`src/rtl/segment_to_binary_capture_if.sv`:
```
// Segment-line and decoded-result bundle for segment_to_binary_capture.
// SEG_ERR_COUNT_EN adds the saturating invalid-pattern counter to the bundle.
interface segment_to_binary_capture_if;
    logic       i_Segment_A;
    logic       i_Segment_B;
    logic       i_Segment_C;
    logic       i_Segment_D;
    logic       i_Segment_E;
    logic       i_Segment_F;
    logic       i_Segment_G;
    logic [3:0] o_Binary_Num;
    logic       o_Valid;
    logic       o_Invalid;
    logic       o_Stable;
`ifdef SEG_ERR_COUNT_EN
    logic [7:0] o_Error_Count;
`endif

    modport master (
        output i_Segment_A, i_Segment_B, i_Segment_C, i_Segment_D,
               i_Segment_E, i_Segment_F, i_Segment_G,
        input  o_Binary_Num, o_Valid, o_Invalid, o_Stable
`ifdef SEG_ERR_COUNT_EN
        , input o_Error_Count
`endif
    );

    modport slave (
        input  i_Segment_A, i_Segment_B, i_Segment_C, i_Segment_D,
               i_Segment_E, i_Segment_F, i_Segment_G,
        output o_Binary_Num, o_Valid, o_Invalid, o_Stable
`ifdef SEG_ERR_COUNT_EN
        , output o_Error_Count
`endif
    );
endinterface

```
`src/rtl/segment_to_binary_capture.sv`:
```
// Synchronises 7-segment drive lines, waits for a stable pattern, and reports it once
// as a decoded nibble or an invalid flag. Optional: SEG_ERR_COUNT_EN (invalid counter).
//
// state    | meaning
// S_SETTLE | pattern changing or not yet stable for STABLE_CYCLES samples
// S_HELD   | current stable pattern has been reported
module segment_to_binary_capture #(
    parameter int unsigned STABLE_CYCLES = 4
) (
    input logic                         i_Clk,
    input logic                         i_Reset,
    segment_to_binary_capture_if.slave  seg
);

    localparam logic [7:0] COUNT_MAX   = 8'(STABLE_CYCLES);
    localparam logic [7:0] SETTLE_LAST = 8'(STABLE_CYCLES - 1);

    typedef enum logic {S_SETTLE, S_HELD} state_t;

    state_t     state;
    logic [6:0] r_Sync1;
    logic [6:0] r_Sync2;
    logic [7:0] count;
    logic [3:0] binary_num;
    logic       valid;
    logic       invalid;
    logic       stable;
    logic [6:0] pattern;
    logic       same;
    logic       legal;
    logic [3:0] decoded;

    assign pattern = {seg.i_Segment_A, seg.i_Segment_B, seg.i_Segment_C, seg.i_Segment_D,
                      seg.i_Segment_E, seg.i_Segment_F, seg.i_Segment_G};
    assign same    = (r_Sync1 == r_Sync2);

    always_comb begin
        legal   = 1'b1;
        decoded = 4'h0;
        case (r_Sync1)
            7'h7E: decoded = 4'h0;
            7'h30: decoded = 4'h1;
            7'h6D: decoded = 4'h2;
            7'h79: decoded = 4'h3;
            7'h33: decoded = 4'h4;
            7'h5B: decoded = 4'h5;
            7'h5F: decoded = 4'h6;
            7'h70: decoded = 4'h7;
            7'h7F: decoded = 4'h8;
            7'h7B: decoded = 4'h9;
            7'h77: decoded = 4'hA;
            7'h1F: decoded = 4'hB;
            7'h4E: decoded = 4'hC;
            7'h3D: decoded = 4'hD;
            7'h4F: decoded = 4'hE;
            7'h47: decoded = 4'hF;
            default: legal = 1'b0;
        endcase
    end

    always_ff @(posedge i_Clk) begin
        if (i_Reset) begin
            r_Sync1    <= 7'h00;
            r_Sync2    <= 7'h00;
            count      <= 8'd0;
            state      <= S_SETTLE;
            binary_num <= 4'h0;
            valid      <= 1'b0;
            invalid    <= 1'b0;
            stable     <= 1'b0;
        end else begin
            r_Sync1 <= pattern;
            r_Sync2 <= r_Sync1;
            valid   <= 1'b0;
            invalid <= 1'b0;

            if (!same)
                count <= 8'd0;
            else if (count != COUNT_MAX)
                count <= count + 8'd1;

            case (state)
                S_SETTLE: begin
                    // Report on the same edge that enters S_HELD; decode from the pre-edge sample.
                    if (same && count == SETTLE_LAST) begin
                        state  <= S_HELD;
                        stable <= 1'b1;
                        if (legal) begin
                            binary_num <= decoded;
                            valid      <= 1'b1;
                        end else begin
                            invalid    <= 1'b1;
                        end
                    end
                end
                S_HELD: begin
                    if (!same) begin
                        state  <= S_SETTLE;
                        stable <= 1'b0;
                    end
                end
                default: begin
                    state  <= S_SETTLE;
                    stable <= 1'b0;
                end
            endcase
        end
    end

`ifdef SEG_ERR_COUNT_EN
    logic [7:0] error_count;

    always_ff @(posedge i_Clk) begin
        if (i_Reset)
            error_count <= 8'd0;
        else if (state == S_SETTLE && same && count == SETTLE_LAST && !legal
                 && error_count != 8'hFF)
            error_count <= error_count + 8'd1;
    end

    assign seg.o_Error_Count = error_count;
`endif

    assign seg.o_Binary_Num = binary_num;
    assign seg.o_Valid      = valid;
    assign seg.o_Invalid    = invalid;
    assign seg.o_Stable     = stable;

endmodule

```
`src/flat_wrapper.sv`:
```
// flat-port wrapper written by rule: the top's interface ports become plain ports
module segment_to_binary_capture_flat 
#(
    parameter int unsigned STABLE_CYCLES = 4
)
  (i_Clk, i_Reset, seg_i_Segment_A, seg_i_Segment_B, seg_i_Segment_C, seg_i_Segment_D, seg_i_Segment_E, seg_i_Segment_F, seg_i_Segment_G, seg_o_Binary_Num, seg_o_Valid, seg_o_Invalid, seg_o_Stable);
  segment_to_binary_capture_if seg_i ();
  input logic i_Clk;
  input logic i_Reset;
  input wire logic [$bits(seg_i.i_Segment_A)-1:0] seg_i_Segment_A;
  input wire logic [$bits(seg_i.i_Segment_B)-1:0] seg_i_Segment_B;
  input wire logic [$bits(seg_i.i_Segment_C)-1:0] seg_i_Segment_C;
  input wire logic [$bits(seg_i.i_Segment_D)-1:0] seg_i_Segment_D;
  input wire logic [$bits(seg_i.i_Segment_E)-1:0] seg_i_Segment_E;
  input wire logic [$bits(seg_i.i_Segment_F)-1:0] seg_i_Segment_F;
  input wire logic [$bits(seg_i.i_Segment_G)-1:0] seg_i_Segment_G;
  output wire logic [$bits(seg_i.o_Binary_Num)-1:0] seg_o_Binary_Num;
  output wire logic [$bits(seg_i.o_Valid)-1:0] seg_o_Valid;
  output wire logic [$bits(seg_i.o_Invalid)-1:0] seg_o_Invalid;
  output wire logic [$bits(seg_i.o_Stable)-1:0] seg_o_Stable;
  assign seg_i.i_Segment_A = seg_i_Segment_A;
  assign seg_i.i_Segment_B = seg_i_Segment_B;
  assign seg_i.i_Segment_C = seg_i_Segment_C;
  assign seg_i.i_Segment_D = seg_i_Segment_D;
  assign seg_i.i_Segment_E = seg_i_Segment_E;
  assign seg_i.i_Segment_F = seg_i_Segment_F;
  assign seg_i.i_Segment_G = seg_i_Segment_G;
  assign seg_o_Binary_Num = seg_i.o_Binary_Num;
  assign seg_o_Valid = seg_i.o_Valid;
  assign seg_o_Invalid = seg_i.o_Invalid;
  assign seg_o_Stable = seg_i.o_Stable;
  segment_to_binary_capture #(.STABLE_CYCLES(STABLE_CYCLES)) u_core (.i_Clk(i_Clk), .i_Reset(i_Reset), .seg(seg_i));
endmodule
```
`config.mk`:
```
export PLATFORM = sky130hd
export DESIGN_NAME = segment_to_binary_capture_flat
export DESIGN_NICKNAME = d
export VERILOG_FILES = /design/src/rtl/segment_to_binary_capture_if.sv /design/src/rtl/segment_to_binary_capture.sv /design/src/flat_wrapper.sv
export SDC_FILE = /design/constraint.sdc
export NUM_CORES = 1
export LEC_CHECK = 0
export ABC_CLOCK_PERIOD_IN_PS = 1990
export CORE_AREA = 8 8 80 82
export CTS_CLUSTER_DIAMETER = 80
export DETAILED_ROUTE_END_ITERATION = 16
export DIE_AREA = 0 0 88 90
export SETUP_SLACK_MARGIN = 0.05
export SLEW_MARGIN = 5
export SYNTH_ARGS = -nofsm -noshare
export SYNTH_HDL_FRONTEND = slang
export SYNTH_SLANG_ARGS = --single-unit
```
`constraint.sdc`:
```
create_clock -name i_Clk -period 1.99 [get_ports i_Clk]
set_input_delay 0.398 -clock i_Clk [delete_from_list [all_inputs] [get_ports i_Clk]]
set_output_delay 0.398 -clock i_Clk [all_outputs]
set_load 0.1 [all_outputs]
```
==> results.tsv, run 1 <==
stage	metric	value	unit
global_routing	first-pass GRT wire length	5100	µm
hold_path	hold path endpoint	u_core.state	
die	Cell Rows	27	
logic_synthesis	FFs w/ async S/R, synth	0	
timing	Final WS setup	249	ps
setup_path	Critical Path AT	1930	ps
die	Die W	88	µm
layout	fin nets	197	
die	Die Y	90	µm
layout	layout cells sized above 1	0.187	
timing	Slew Limit Fails	0	
logic_synthesis	top cells by area, synth	dfxtp_1 40%, nor2b_1 5.4%, xor2_1 5.2%	
pwr	Worst VDD drop	0.415	mV
pwr	Pwr Density	679	mW/mm²
logic_synthesis	EDFF count, synth	0	
clock_network	Clock transition at path regs	60	ps
global_routing	pin count of the biggest net entering global routing	21	
global_routing	total track usage	0.0833	
logic_synthesis	Yosys top cell area share	0.398	
clock_network	H-tree levels	2	
run	Max-Cap Viols	0	
detailed_routing	Vias	1183	
setup_path	worst reg2reg path depth	7	
setup_path	Max stage delay cell, worst path	dfxtp_2	
timing	final hold vios	0	
logic_synthesis	Yosys reg bits	30	
logic_synthesis	Top FF cell, synth	dfxtp_1	
logic_synthesis	Cells after Synth	168	
global_routing	vias in the first global route	1140	
timing	Final period util	0.875	
clock_network	Root Driver	clkbuf_8	
setup_path	Crit. End Element	flip-flop	
global_routing	gr ovfl total	0	
clock_network	# clock sinks	30	
detailed_routing	antenna viol nets, final	0	
clock_network	Post-CTS Setup Bufs	0	
outcome	outcome	completed	
hold_path	Min-Delay Path Class	flip-flop to flip-flop	
logic_synthesis	yosys warns	0	
timing	final setup violation count	0	
die	IO Count	16	
logic_synthesis	Netlist cell types	45	
timing	Setup Total Neg Slack	0	ps
setup_path	critical path type	flip-flop to flip-flop	
layout	# fillers	564	
setup_path	r2r endpoint	u_core.seg.o_Binary_Num[3]	
setup_path	worst r2r src	u_core.r_Sync1[3]	
global_routing	initial antenna violation count	0	
setup_path	CP max FO	12	
placed_design	PortBufs	15	
placed_design	GP Congestion	0.803	
timing	Fin Hold WS	468	ps
setup_path	Worst R2R Setup Slack	250	ps
logic_synthesis	most common library cells after synthesis	30 x dfxtp_1, 14 x nor2_1, 13 x nor2b_1	
detailed_routing	post-DR wirelength/cell	11.4	µm
placed_design	DP HPWL	2100	µm
setup_path	CP max stage delay	360	ps
layout	multi-input logic area	843	µm²
timing	Final Skew	4.52	ps
placed_design	pre-CTS setup slack	59.2	ps
logic_synthesis	synthesized cell area	0.00151	mm²
setup_path	Critical Path, Cell by Cell	buf_4 -> and2b_1 -> o32ai_4 -> a31o_2 -> a21boi_2 -> a21oi_2 -> o32ai_1	
detailed_routing	via-per-instance ratio	4.57	
layout	fin util	0.351	
layout	sequential cell area	607	µm²
timing	Final min period	1740	ps
logic_synthesis	post-synthesis sequential area ratio	0.398	
setup_path	Req. time, crit path	2180	ps
timing	Fmax achieved	574	MHz
setup_path	CP Launch Type	flip-flop	
setup_path	Crit path max-delay family	compound AO/OA/AOI/OAI gates	
logic_synthesis	Synthesized Nets	179	
setup_path	CP bufs+invs	1	
detailed_routing	first-pass detailed-route iteration total	4	
die	Starting Density	0.288	
layout	Area Overhead vs Synth	21.8	%
layout	ant diodes	0	
clock_network	CTS Buffer Depth	2	
detailed_routing	DRT iter0 DRCs	119	
detailed_routing	DRT Wirelength	2950	µm
pwr	Total Power	1.25	mW
clock_network	total CTS buffers	5	
detailed_routing	number of remaining DRC errors	0	
timing	RSZ-0062 raised after global routing	false	
clock_network	worst skew pair latency	280	ps
hold_path	Worst Hold Launch	u_core.state	
logic_synthesis	post-synth top area cell	dfxtp_1	
timing	relative slew slack	0.747	
hold_path	hold depth	2	
clock_network	CTS tree	done	
die	die area	0.00792	mm²
die	core area	0.00524	mm²
timing	actual slew at the worst max-slew pin	379	ps
logic_synthesis	top-count cell post-synth	dfxtp_1	
logic_synthesis	syn_area_per_cell	8.99	µm²
pwr	P_leak	0.668	nW
==> kinds of logic after synthesis <==
family	synth area share
flip-flops	0.398
adder cells (fa/ha/maj)	0.0166
AND/OR/NAND/NOR	0.265
XOR/XNOR	0.0870
buffers and inverters	0.0539
multiplexers	0.00663
AO/OA/AOI/OAI	0.173
==> registers in the layout (all words and copies together), names as in the netlist <==
register and flops:
u_core.seg.o_Stable 1, u_core.seg.o_Binary_Num 4, u_core.r_Sync1 7, u_core.seg.o_Invalid 1, u_core.seg.o_Valid 1, u_core.count 8
u_core.r_Sync2 7, u_core.state 1
==> where the power goes <==
group	internal, mW	switching [mW]	leakage, nW
Combinational	0.0600	0.0486	0.374
Sequential	0.616	0.0274	0.246
Clock	0.278	0.219	0.0482
==> layout by cell type (no fill, tap or decap), types with 2 or more instances in the layout <==
cell             count
o22ai_1              2
inv_1                6
ha_1                 2
a21oi_2              2
o21ai_0              5
a31oi_1              4
nand4_1              2
nor2b_1             13
clkdlybuf4s50_1      8
a211oi_1             2
dfxtp_1             25
nand4b_1             2
xor2_1               9
nor2_1              14
nand2b_1             7
nor3_1               3
buf_4               14
a21oi_1              8
dfxtp_2              5
clkbuf_8             6
and3_1               4
nand2_1              6
xnor2_1              6
nand3_1              6
==> area by class of cell <==
| type | count | area share |
|---|---|---|
| Clock buffer | 7 | 0.0469 |
| Clock inverter | 1 | 0.00272 |
| Inverter | 6 | 0.0122 |
| Multi-Input combinational cell | 121 | 0.459 |
| Sequential cell | 30 | 0.330 |
| Tap cell | 72 | 0.0490 |
| Timing Repair Buffer | 22 | 0.101 |
==> worst reg2reg max path: cells and delay by family (launching register included) <==
family                 cells  cell delay, ps
AO/OA/AOI/OAI              5             860
buffers and inverters      1             180
flip-flops                 1             360
AND/OR/NAND/NOR            1             260
==> repair_timing <==
action | CTS | global route
setup endpoints to repair | 0 | 14
resized for setup | 0 | 8
hold buffers | 0 | 0
endpoints found under the hold margin | 0 | 0
==> through the flow <==
| step | area, µm² | instances |
|---|---|---|
| 6_report | 1840 | 259 |
| 3_3_place_gp | 1730 | 251 |
| 3_5_place_dp | 1730 | 251 |
| 2_1_floorplan | 1510 | 168 |
| 4_1_cts | 1820 | 259 |
| 5_1_grt | 1840 | 259 |
==> layer usage <==
layer | share of wire | vias to the layer above | routed length, µm | global-route usage
met5 | 0 | - | 0 | 0
met4 | 0.021 | 0 | 61 | 0.0430
met3 | 0.072 | 6 | 211 | 0.0437
met2 | 0.40 | 28 | 1180 | 0.107
met1 | 0.51 | 529 | 1500 | 0.107
li1 | - | 620 | - | -
==> worst max-delay path by stage <==
stage | slack, ps | startpoint | cells after the start | to
global placement | 110 | u_core.r_Sync1[2] | 6 | u_core.count[6]
global route | 60 | u_core.r_Sync1[6] | 8 | u_core.seg.o_Binary_Num[0]
floorplan | 340 | u_core.r_Sync1[3] | 7 | u_core.seg.o_Binary_Num[0]
finish | 250 | u_core.r_Sync1[3] | 7 | u_core.seg.o_Binary_Num[3]
detailed placement | 60 | u_core.r_Sync1[2] | 6 | u_core.count[3]
CTS | 50 | u_core.r_Sync1[2] | 6 | u_core.count[3]
Power figures use the tool's default switching activity.
==> inputs of run 2 (changes only) <==
- CORE_AREA: 8 8 80 82 -> 8 8 73 75
- DIE_AREA: 0 0 88 90 -> 0 0 81 83
- GPL_ROUTABILITY_DRIVEN: not set -> 0
==> run 2 against run 1 <==
  * Total power grew 8.4%
  * Sequential cell count is the same
  * Non-clock buffer count shrank 2
  * Clock skew shrank 1.7 ps
  * Combinational power shrank 5%
  * Sequential power is essentially flat
  * Critical path depth shrank 1
  * Sequential share of layout area grew 0.50 points
  * Via count grew 2.6%
  * First-iteration DRC count shrank 55%
  * Design area shrank 1.9%
  * Clock-buffer cell count shrank 2
  * Critical endpoint is now u_core.seg.o_Binary_Num[1]
  * Largest cell class unchanged
  * Largest power group unchanged
==> results.tsv, run 2 (synthesis gave the netlist of run 1 again) <==
stage	metric	value	unit
outcome	outcome	completed	
layout	Area Overhead vs Synth	19.5	%
detailed_routing	DRT iter0 DRCs	53	
run	Max-Cap Viols	0	
pwr	Pwr Density	751	mW/mm²
global_routing	first-pass GRT wire length	5310	µm
clock_network	worst skew pair latency	280	ps
setup_path	Crit. End Element	flip-flop	
timing	Final period util	0.926	
detailed_routing	via-per-instance ratio	5.12	
pwr	P_leak	0.659	nW
die	Die W	81	µm
setup_path	Worst R2R Setup Slack	150	ps
layout	layout cells sized above 1	0.168	
placed_design	placed cell area	0.00169	mm²
setup_path	Max stage delay cell, worst path	dfxtp_1	
clock_network	Clock transition at path regs	60	ps
setup_path	critical path type	flip-flop to flip-flop	
detailed_routing	post-DR wirelength/cell	13.3	µm
die	Cell Rows	24	
placed_design	PortBufs	15	
setup_path	Critical Path, Cell by Cell	inv_1 -> o32ai_4 -> a31oi_1 -> o211ai_2 -> a21oi_1 -> a211oi_1	
layout	ant diodes	0	
detailed_routing	antenna viol nets, final	0	
clock_network	CTS tree	done	
layout	commonest non-fill, non-tap cell in the layout	dfxtp_1	
timing	actual slew at the worst max-slew pin	422	ps
placed_design	pre-CTS setup slack	49.6	ps
detailed_routing	Vias	1214	
die	Starting Density	0.359	
global_routing	pin count of the biggest net entering global routing	21	
setup_path	CP bufs+invs	1	
die	Die Y	83	µm
global_routing	initial antenna violation count	0	
setup_path	Crit path max-delay family	compound AO/OA/AOI/OAI gates	
setup_path	Req. time, crit path	2180	ps
timing	Final Skew	2.83	ps
clock_network	H-tree levels	2	
timing	Final WS setup	147	ps
timing	Setup Total Neg Slack	0	ps
layout	fin nets	195	
global_routing	gr ovfl total	0	
timing	Slew Limit Fails	0	
detailed_routing	first-pass detailed-route iteration total	4	
die	core area	0.00420	mm²
detailed_routing	number of remaining DRC errors	0	
global_routing	vias in the first global route	1177	
clock_network	CTS Hold Bufs	0	
die	die area	0.00672	mm²
layout	most flop-heavy register	u_core.count	
clock_network	Resized cells post-CTS	1	
timing	final hold vios	0	
die	IO Count	16	
clock_network	total CTS buffers	5	
hold_path	Min-Delay Path Class	flip-flop to flip-flop	
clock_network	Post-CTS Setup Bufs	0	
layout	most frequent cells in the layout	27 x dfxtp_1, 14 x nor2_1, 13 x nor2b_1	
pwr	Worst VDD drop	0.410	mV
timing	Fmax achieved	543	MHz
clock_network	Root Driver	clkbuf_8	
clock_network	# clock sinks	30	
layout	number of flip-flops under the largest register name	8	
placed_design	DP HPWL	2320	µm
timing	final setup violation count	0	
timing	Final min period	1840	ps
clock_network	CTS Buffer Depth	2	
detailed_routing	DRT Wirelength	3150	µm
setup_path	CP max FO	12	
setup_path	Critical Path AT	2040	ps
setup_path	CP max stage delay	580	ps
layout	top flop regs	u_core.count x8, u_core.r_Sync1 x7, u_core.r_Sync2 x7	
global_routing	total track usage	0.0993	
timing	RSZ-0062 raised after global routing	true	
setup_path	CP Launch Type	flip-flop	
layout	final instance area	0.00180	mm²
timing	relative slew slack	0.718	
## run 2: changes by cell type in the layout (fill, tap and decap cells not counted), moves of 2 or more
| cell | change |
|---|---|
| buf_4 | -2 |
| clkinvlp_4 | +2 |
| dfxtp_1 | +2 |
| dfxtp_2 | -2 |
## run 2: worst paths after layout
| kind | start | to | depth (start not counted) |
|---|---|---|---|
| setup / recovery | u_core.r_Sync1[5] | u_core.seg.o_Binary_Num[1] | 6 |
| setup reg to reg | u_core.r_Sync1[5] | u_core.seg.o_Binary_Num[1] | 6 |
| hold reg to reg | u_core.seg.o_Binary_Num[3] | u_core.seg.o_Binary_Num[3] | 2 |
| hold / removal | u_core.seg.o_Binary_Num[3] | u_core.seg.o_Binary_Num[3] | 2 |
## run 2: layout make-up
class | instances | area [µm²]
flip-flops and latches | 30 | 604
inverters | 6 | 22.5
clock buffers | 5 | 68.8
multi-input cells | 121 | 828
clock inverters | 3 | 45.0
fillers | 428 | 2400
repair buffers | 20 | 170
well taps | 52 | 65.1
## run 2: where the power goes
group | switching [mW] | internal, mW
logic | 0.0466 | 0.0574
registers | 0.0273 | 0.615
clock network | 0.236 | 0.372
total | 0.310 | 1.04
## run 2: stage by stage
step,utilization,std cells,total power [mW],hold slack [ps]
after detailed placement,0.401,229,0.760,463
final,0.429,237,1.35,479
after floorplan,-,168,0.726,441
after CTS,0.429,237,1.37,474
after global routing,0.429,237,1.42,497
after global placement,0.401,229,0.754,465
## run 2: per-layer routing
layer | share of wire | up-vias | GRT usage
met5 | 0 | - | 0
met4 | 0.011 | 0 | 0.0439
met3 | 0.069 | 4 | 0.0442
met2 | 0.46 | 39 | 0.147
met1 | 0.46 | 552 | 0.119
li1 | - | 619 | -
## run 2: worst register-to-register path: cells and delay by family, from the launching register on
kind	cells	cell delay (ps)
AO/OA/AOI/OAI	5	990
buffers and inverters	1	180
flip-flops	1	580
